File: src/rtl/uart_tx_fifo_if.sv
// Write-side handshake into the UART transmit FIFO.
// The producer holds s_valid/s_data; a word is taken on any edge where s_ready is also high.
interface uart_tx_fifo_if #(
  parameter int DATA_W = 8
);
  logic              s_valid;
  logic [DATA_W-1:0] s_data;
  logic              s_ready;

  modport master (output s_valid, output s_data, input s_ready);
  modport slave  (input s_valid, input s_data, output s_ready);
endinterface

File: src/rtl/uart_tx_fifo.sv
// FIFO-fed UART transmitter. A pushed word starts its frame one cycle after it becomes poppable; txd is registered.
// Backpressure: s_ready drops while the FIFO is full or reset is high. Break requests win over queued data in IDLE.
module uart_tx_fifo #(
  parameter int DATA_W     = 8,
  parameter int FIFO_DEPTH = 16,
  parameter int BAUD_W     = 16
) (
  input  logic                          mclk,
  input  logic                          reset,
  input  logic [BAUD_W-1:0]             baudrate,
  input  logic [2:0]                    parity_sel,
  input  logic                          stop_sel,
  input  logic                          break_req,
  uart_tx_fifo_if.slave                 s_if,
  output logic                          txd,
  output logic                          busy,
  output logic [$clog2(FIFO_DEPTH):0]   fifo_level,
  output logic                          done
);
  localparam int            AW       = $clog2(FIFO_DEPTH);
  localparam logic [AW:0]   FULL_LVL = (AW+1)'(FIFO_DEPTH);
  localparam logic [3:0]    LAST_BIT = 4'(DATA_W - 1);

  typedef enum logic [2:0] {
    S_IDLE, S_START, S_DATA, S_PARITY, S_STOP, S_BREAK
  } state_t;

  logic [DATA_W-1:0] mem_q [FIFO_DEPTH];
  logic [AW-1:0]     wr_ptr_q, wr_ptr_d, rd_ptr_q, rd_ptr_d;
  logic [AW:0]       level_q, level_d;
  logic              push, pop, fsm_pop;

  state_t            state_q, state_d;
  logic [BAUD_W-1:0] baud_cnt_q, baud_cnt_d;
  logic [BAUD_W-1:0] baud_q, baud_d;
  logic [3:0]        bit_cnt_q, bit_cnt_d;
  logic [DATA_W-1:0] shift_q, shift_d;
  logic              par_bit_q, par_bit_d;
  logic              par_en_q, par_en_d;
  logic              stop2_q, stop2_d;
  logic              txd_q, txd_d;
  logic              bit_end;

  assign s_if.s_ready = !reset && (level_q != FULL_LVL);
  assign push         = s_if.s_valid && s_if.s_ready;
  assign pop          = fsm_pop && !reset;

  always_comb begin
    wr_ptr_d = wr_ptr_q;
    rd_ptr_d = rd_ptr_q;
    level_d  = level_q;
    if (push) wr_ptr_d = wr_ptr_q + AW'(1);
    if (pop)  rd_ptr_d = rd_ptr_q + AW'(1);
    case ({push, pop})
      2'b10:   level_d = level_q + (AW+1)'(1);
      2'b01:   level_d = level_q - (AW+1)'(1);
      default: level_d = level_q;
    endcase
  end

  always_ff @(posedge mclk) begin
    if (push) mem_q[wr_ptr_q] <= s_if.s_data;
  end

  assign bit_end = (baud_cnt_q == baud_q);

  always_comb begin
    state_d    = state_q;
    baud_cnt_d = bit_end ? '0 : baud_cnt_q + BAUD_W'(1);
    baud_d     = baud_q;
    bit_cnt_d  = bit_cnt_q;
    shift_d    = shift_q;
    par_bit_d  = par_bit_q;
    par_en_d   = par_en_q;
    stop2_d    = stop2_q;
    txd_d      = txd_q;
    fsm_pop    = 1'b0;
    unique case (state_q)
      S_IDLE: begin
        baud_cnt_d = '0;
        if (break_req) begin
          state_d = S_BREAK;
          txd_d   = 1'b0;
          baud_d  = baudrate;
        end else if (level_q != '0) begin
          // Line settings are captured with the word so mid-frame changes wait for the next frame.
          fsm_pop   = 1'b1;
          state_d   = S_START;
          txd_d     = 1'b0;
          baud_d    = baudrate;
          shift_d   = mem_q[rd_ptr_q];
          bit_cnt_d = '0;
          stop2_d   = stop_sel;
          par_en_d  = (parity_sel >= 3'd1) && (parity_sel <= 3'd4);
          case (parity_sel)
            3'd1:    par_bit_d = ^mem_q[rd_ptr_q];
            3'd2:    par_bit_d = ~^mem_q[rd_ptr_q];
            3'd3:    par_bit_d = 1'b1;
            default: par_bit_d = 1'b0;
          endcase
        end
      end
      S_START: begin
        if (bit_end) begin
          state_d = S_DATA;
          txd_d   = shift_q[0];
        end
      end
      S_DATA: begin
        if (bit_end) begin
          if (bit_cnt_q == LAST_BIT) begin
            bit_cnt_d = '0;
            state_d   = par_en_q ? S_PARITY : S_STOP;
            txd_d     = par_en_q ? par_bit_q : 1'b1;
          end else begin
            bit_cnt_d = bit_cnt_q + 4'd1;
            shift_d   = shift_q >> 1;
            txd_d     = shift_q[1];
          end
        end
      end
      S_PARITY: begin
        if (bit_end) begin
          state_d = S_STOP;
          txd_d   = 1'b1;
        end
      end
      S_STOP: begin
        if (bit_end) begin
          if (stop2_q && (bit_cnt_q == 4'd0)) begin
            bit_cnt_d = 4'd1;
          end else begin
            bit_cnt_d = '0;
            state_d   = S_IDLE;
            txd_d     = 1'b1;
          end
        end
      end
      S_BREAK: begin
        // Counter saturates once the minimum one-bit break has elapsed.
        if (bit_end) begin
          baud_cnt_d = baud_q;
          if (!break_req) begin
            state_d = S_IDLE;
            txd_d   = 1'b1;
          end
        end
      end
      default: begin
        state_d = S_IDLE;
        txd_d   = 1'b1;
      end
    endcase
  end

  always_ff @(posedge mclk) begin
    if (reset) begin
      wr_ptr_q   <= '0;
      rd_ptr_q   <= '0;
      level_q    <= '0;
      state_q    <= S_IDLE;
      baud_cnt_q <= '0;
      baud_q     <= '0;
      bit_cnt_q  <= '0;
      shift_q    <= '0;
      par_bit_q  <= 1'b0;
      par_en_q   <= 1'b0;
      stop2_q    <= 1'b0;
      txd_q      <= 1'b1;
    end else begin
      wr_ptr_q   <= wr_ptr_d;
      rd_ptr_q   <= rd_ptr_d;
      level_q    <= level_d;
      state_q    <= state_d;
      baud_cnt_q <= baud_cnt_d;
      baud_q     <= baud_d;
      bit_cnt_q  <= bit_cnt_d;
      shift_q    <= shift_d;
      par_bit_q  <= par_bit_d;
      par_en_q   <= par_en_d;
      stop2_q    <= stop2_d;
      txd_q      <= txd_d;
    end
  end

  assign txd        = txd_q;
  assign busy       = (state_q != S_IDLE);
  assign fifo_level = level_q;
  assign done       = (state_q == S_IDLE) && (level_q == '0);
endmodule

File: src/flat_wrapper.sv
// flat-port wrapper written by rule: the top's interface ports become plain ports
module uart_tx_fifo_flat 
#(
  parameter int DATA_W     = 8,
  parameter int FIFO_DEPTH = 16,
  parameter int BAUD_W     = 16
)
  (mclk, reset, baudrate, parity_sel, stop_sel, break_req, txd, busy, fifo_level, done, s_if_s_valid, s_if_s_data, s_if_s_ready);
  uart_tx_fifo_if #(.DATA_W(DATA_W)) s_if_i ();
  input  logic mclk;
  input  logic reset;
  input  logic [BAUD_W-1:0] baudrate;
  input  logic [2:0] parity_sel;
  input  logic stop_sel;
  input  logic break_req;
  output logic txd;
  output logic busy;
  output logic [$clog2(FIFO_DEPTH):0] fifo_level;
  output logic done;
  input wire logic [$bits(s_if_i.s_valid)-1:0] s_if_s_valid;
  input wire logic [$bits(s_if_i.s_data)-1:0] s_if_s_data;
  output wire logic [$bits(s_if_i.s_ready)-1:0] s_if_s_ready;
  assign s_if_i.s_valid = s_if_s_valid;
  assign s_if_i.s_data = s_if_s_data;
  assign s_if_s_ready = s_if_i.s_ready;
  uart_tx_fifo #(.DATA_W(DATA_W), .FIFO_DEPTH(FIFO_DEPTH), .BAUD_W(BAUD_W)) u_core (.mclk(mclk), .reset(reset), .baudrate(baudrate), .parity_sel(parity_sel), .stop_sel(stop_sel), .break_req(break_req), .s_if(s_if_i), .txd(txd), .busy(busy), .fifo_level(fifo_level), .done(done));
endmodule
File: config.mk
export PLATFORM = sky130hd
export DESIGN_NAME = uart_tx_fifo_flat
export DESIGN_NICKNAME = d
export VERILOG_FILES = /design/src/rtl/uart_tx_fifo_if.sv /design/src/rtl/uart_tx_fifo.sv /design/src/flat_wrapper.sv
export SDC_FILE = /design/constraint.sdc
export NUM_CORES = 1
export LEC_CHECK = 0
export ABC_AREA = 0
export CORE_MARGIN = 2
export CORE_UTILIZATION = 40
export CTS_CLUSTER_SIZE = 28
export DETAILED_ROUTE_END_ITERATION = 12
export SYNTH_ARGS = -nofsm -noshare
export SYNTH_HDL_FRONTEND = slang
export SYNTH_SLANG_ARGS = --single-unit
File: constraint.sdc
create_clock -name mclk -period 3.4 [get_ports mclk]
set_input_delay 0.34 -clock mclk [delete_from_list [all_inputs] [get_ports mclk]]
set_output_delay 0.34 -clock mclk [all_outputs]
set_load 0.1 [all_outputs]
==> results.json, run 1 <==
{
  "outcome": "complete, no violations",
  "hold_buffers": 0,
  "die-area_sq_mm": 0.0226,
  "fp-row-count": 53,
  "clock_latency_ns": 0.44,
  "p_sw_mw": 2.25,
  "layout.cells.non_filler": 989,
  "synthCells": 650,
  "synth_nets": 693,
  "drive_gt1_share_pct": 12.9,
  "placedCellCount": 957,
  "hp-class": "input pin to flop",
  "htreeDepth": 4,
  "rsz0062_at_grt": "no",
  "yosysUniqueCellTypes": 53,
  "coreArea_sq_mm": 0.0210,
  "cts_sinks": 196,
  "internal_power_mw": 4.38,
  "ys_seq_area_share_pct": 60.8,
  "crit_arrival_ns": 3.36,
  "grt_usage_pct": 16.0,
  "grt_max_degree": 49,
  "whs_ns": 0.242,
  "synth-edff-count": 128,
  "worst-path-max-fanout": 10,
  "power_frac_clock_pct": 32.9,
  "route.detailed.drc": 0,
  "first_pass_iters": 5,
  "regArea_sq_mm": 0.00521,
  "antenna_found_initial": 1,
  "cts_root_buffer": "clkbuf_16",
  "period_minus_slack_ns": 3.03,
  "start_util_pct": 40.8,
  "critPathKind": "flop to flop",
  "synth-main-ff-cell": "edfxtp_1",
  "gp_congestion": 0.809,
  "wire_per_inst_microns": 17.5,
  "setup_viol": 0,
  "routed-via-count": 5250,
  "synth_top_area_share_pct": 44.9,
  "reg2regPathDepth": 12,
  "fmax_mhz": 330,
  "grt_pass1_vias": 5213,
  "cts_tree": "yes",
  "worst_slack_ns": 0.366,
  "drtIter0Drc": 329,
  "final_max_slew_viol_count": 0,
  "fin_crit_sh_pct": 89.2,
  "cp-end-kind": "flop",
  "ant_nets": 0,
  "p_seq_share_pct": 43.1,
  "routed_wl_microns": 17300,
  "port_buffers": 40,
  "yosys-top-cells-area": "edfxtp_1, dfxtp_1, mux4_1",
  "n_antenna_cell": 0,
  "grt_pass1_wl_microns": 27700,
  "pre_cts_slack_ns": 0.404,
  "pwr-share-comb_pct": 24.0,
  "via_per_inst": 5.31,
  "max_slew_margin_pct": 32.5,
  "total_power_mw": 6.63,
  "ys_ff_latch": 196,
  "cts_resized": 0,
  "tns_ns": 0,
  "syn_area_per_cell_sq_um": 13.2,
  "async_reset_ff_share_pct": 0,
  "ys.warnings.count": 0,
  "tightest_slew_ns": 1.01,
  "power_switching_share_pct": 33.9,
  "vdd_ir_drop_max_mv": 0.345,
  "clockBufferDepth": 2,
  "drv_cap": 0,
  "syn-cell-area_sq_mm": 0.00857,
  "powerDensity_mw_per_mm2": 661,
  "place_hpwl_microns": 11900,
  "finalClockSkew_ns": 0.0176,
  "cts_setup_buffers": 0,
  "yosysTopAreaCell": "edfxtp_1",
  "hold_violations": 0,
  "clk_pin_slew_worst_paths_ns": 0.09,
  "start_kind": "flop",
  "pin_count": 41,
  "nets": 744,
  "multi_input_area_sq_mm": 0.00316,
  "numCtsBuffers": 17,
  "syn2layout_area_growth_pct": 17.0,
  "holdPathStages": 2,
  "p_leak_nw": 3.43,
  "die-height_microns": 150,
  "num-fill-cells": 1789,
  "cp.required_ns": 3.72,
  "overflow": 0,
  "die-width_microns": 150
}
synthesized netlist by cell type, types with 2 or more instances:
cell type	number
a211oi_1	6
a21o_1	3
a21oi_1	21
a221oi_1	2
a22oi_1	11
a311oi_1	6
a31oi_1	7
and3_1	3
buf_1	3
buf_12	2
buf_2	3
buf_6	2
clkbuf_1	26
dfxtp_1	68
edfxtp_1	128
ha_1	11
inv_1	10
mux2_2	2
mux2i_1	28
mux4_1	21
mux4_2	10
nand2_1	50
nand2b_1	6
nand3_1	18
nand3b_1	4
nand4_1	8
nor2_1	92
nor2b_1	4
nor3_1	12
o21a_1	6
o21ai_0	7
o21bai_1	2
or2_2	3
xnor2_1	28
xor2_1	19
registers in the layout, indices dropped and copies added (netlist names), named ones only:
register           cells
u_core.state_q         3
u_core.wr_ptr_q        4
u_core.baud_cnt_q     16
u_core.stop2_q         1
u_core.rd_ptr_q        4
u_core.par_bit_q       1
u_core.txd             1
u_core.baud_q         16
u_core.fifo_level      5
u_core.shift_q         8
u_core.par_en_q        1
u_core.bit_cnt_q       4
u_core.mem_q         128
cells by family (layout without fill, tap and decap cells):
| group | after synthesis | in the layout | synth area share, % |
|---|---|---|---|
| and+or+nand+nor | 208 | 208 | 10.9 |
| AOI/OAI and AO/OA | 79 | 79 | 6.31 |
| adders and majority gates | 11 | 11 | 1.61 |
| DFF | 196 | 196 | 60.8 |
| muxes | 61 | 61 | 12.6 |
| buffers and inverters | 46 | 110 | 2.61 |
| xor gates and xnor gates | 49 | 49 | 5.26 |
stage by stage:
step / util [%] / cell area [sq um]
global route: 47.7 / 10000
floorplan: - / 8580
detailed placement: 44.5 / 9360
global placement: 44.5 / 9360
finish: 47.7 / 10000
CTS: 47.7 / 10000
per-layer routing:
| metal | GRT usage (%) | part of all wire (%) |
|---|---|---|
| met3 | 3.58 | 3.7 |
| met2 | 27.4 | 50 |
| met4 | 5.38 | 1.5 |
| met1 | 20.1 | 45 |
| met5 | 0 | 0.075 |
power groups by stage:
stage / clock network, mW / logic [mW] / registers (mW)
2_1_floorplan: 0 / 1.19 / 2.90
3_3_place_gp: 0 / 1.58 / 2.90
3_5_place_dp: 0 / 1.60 / 2.91
4_1_cts: 2.22 / 1.61 / 2.85
5_1_grt: 2.31 / 1.74 / 2.88
6_report: 2.18 / 1.59 / 2.85
layout make-up:
class / instances / area share, %
multi-input cells: 408 / 31.5
clock inverters: 15 / 2.33
clock buffers: 17 / 4.25
flip-flops and latches: 196 / 52.0
repair buffers: 68 / 6.09
well taps: 275 / 3.43
inverters: 10 / 0.375
placed cells by master (no fill, tap or decap), types with 4 or more instances in the layout:
| master | Yosys | routed |
|---|---|---|
| nor2b_1 | 4 | 4 |
| mux4_1 | 21 | 21 |
| edfxtp_1 | 128 | 128 |
| a311oi_1 | 6 | 6 |
| clkdlybuf4s50_1 | 0 | 36 |
| nand3b_1 | 4 | 4 |
| buf_4 | 0 | 30 |
| clkbuf_16 | 0 | 17 |
| inv_1 | 10 | 10 |
| a31oi_1 | 7 | 7 |
| a211oi_1 | 6 | 5 |
| nor2_1 | 92 | 91 |
| nand3_1 | 18 | 18 |
| dfxtp_2 | 0 | 5 |
| dfxtp_1 | 68 | 63 |
| xor2_1 | 19 | 19 |
| a21oi_1 | 21 | 21 |
| mux4_2 | 10 | 10 |
| o21ai_0 | 7 | 7 |
| mux2i_1 | 28 | 28 |
| ha_1 | 11 | 11 |
| nand4_1 | 8 | 8 |
| nand2_1 | 50 | 50 |
| nor3_1 | 12 | 12 |
| o21a_1 | 6 | 6 |
| a22oi_1 | 11 | 11 |
| nand2b_1 | 6 | 6 |
| xnor2_1 | 28 | 28 |
| inv_12 | 0 | 7 |
final timing paths:
kind                                           from                                end  slack, ns
hold / removal                                reset  u_core.fifo_level[3]$_SDFFE_PP0P_       0.24
setup / recovery  u_core.fifo_level[1]$_SDFFE_PP0P_  u_core.fifo_level[4]$_SDFFE_PP0P_       0.37
setup reg to reg  u_core.fifo_level[1]$_SDFFE_PP0P_  u_core.fifo_level[4]$_SDFFE_PP0P_       0.37
hold reg to reg         u_core.stop2_q$_SDFFE_PP0P_        u_core.stop2_q$_SDFFE_PP0P_       0.48
worst max-delay path: stages, from the launching register on:
cell,delay [ns]
dfxtp_2,0.38
nor4_1,0.65
a211oi_2,0.17
inv_1,0.09
ha_1,0.34
xor2_1,0.12
ha_1,0.24
o21a_1,0.18
o21a_1,0.18
a311oi_1,0.29
nor3_1,0.11
xnor2_1,0.14
nor2_1,0.05
No activity file was read; power rests on OpenSTA's default activity.
==> inputs of run 2 (changes only) <==
--- a/config.mk
+++ b/config.mk
@@ -10,6 +10,7 @@
 export CORE_UTILIZATION = 40
 export CTS_CLUSTER_SIZE = 28
 export DETAILED_ROUTE_END_ITERATION = 12
+export GPL_ROUTABILITY_DRIVEN = 0
 export SYNTH_ARGS = -nofsm -noshare
 export SYNTH_HDL_FRONTEND = slang
 export SYNTH_SLANG_ARGS = --single-unit
==> results of run 2 <==
No change in the layout: final DEF, timing and power equal those of run 1.
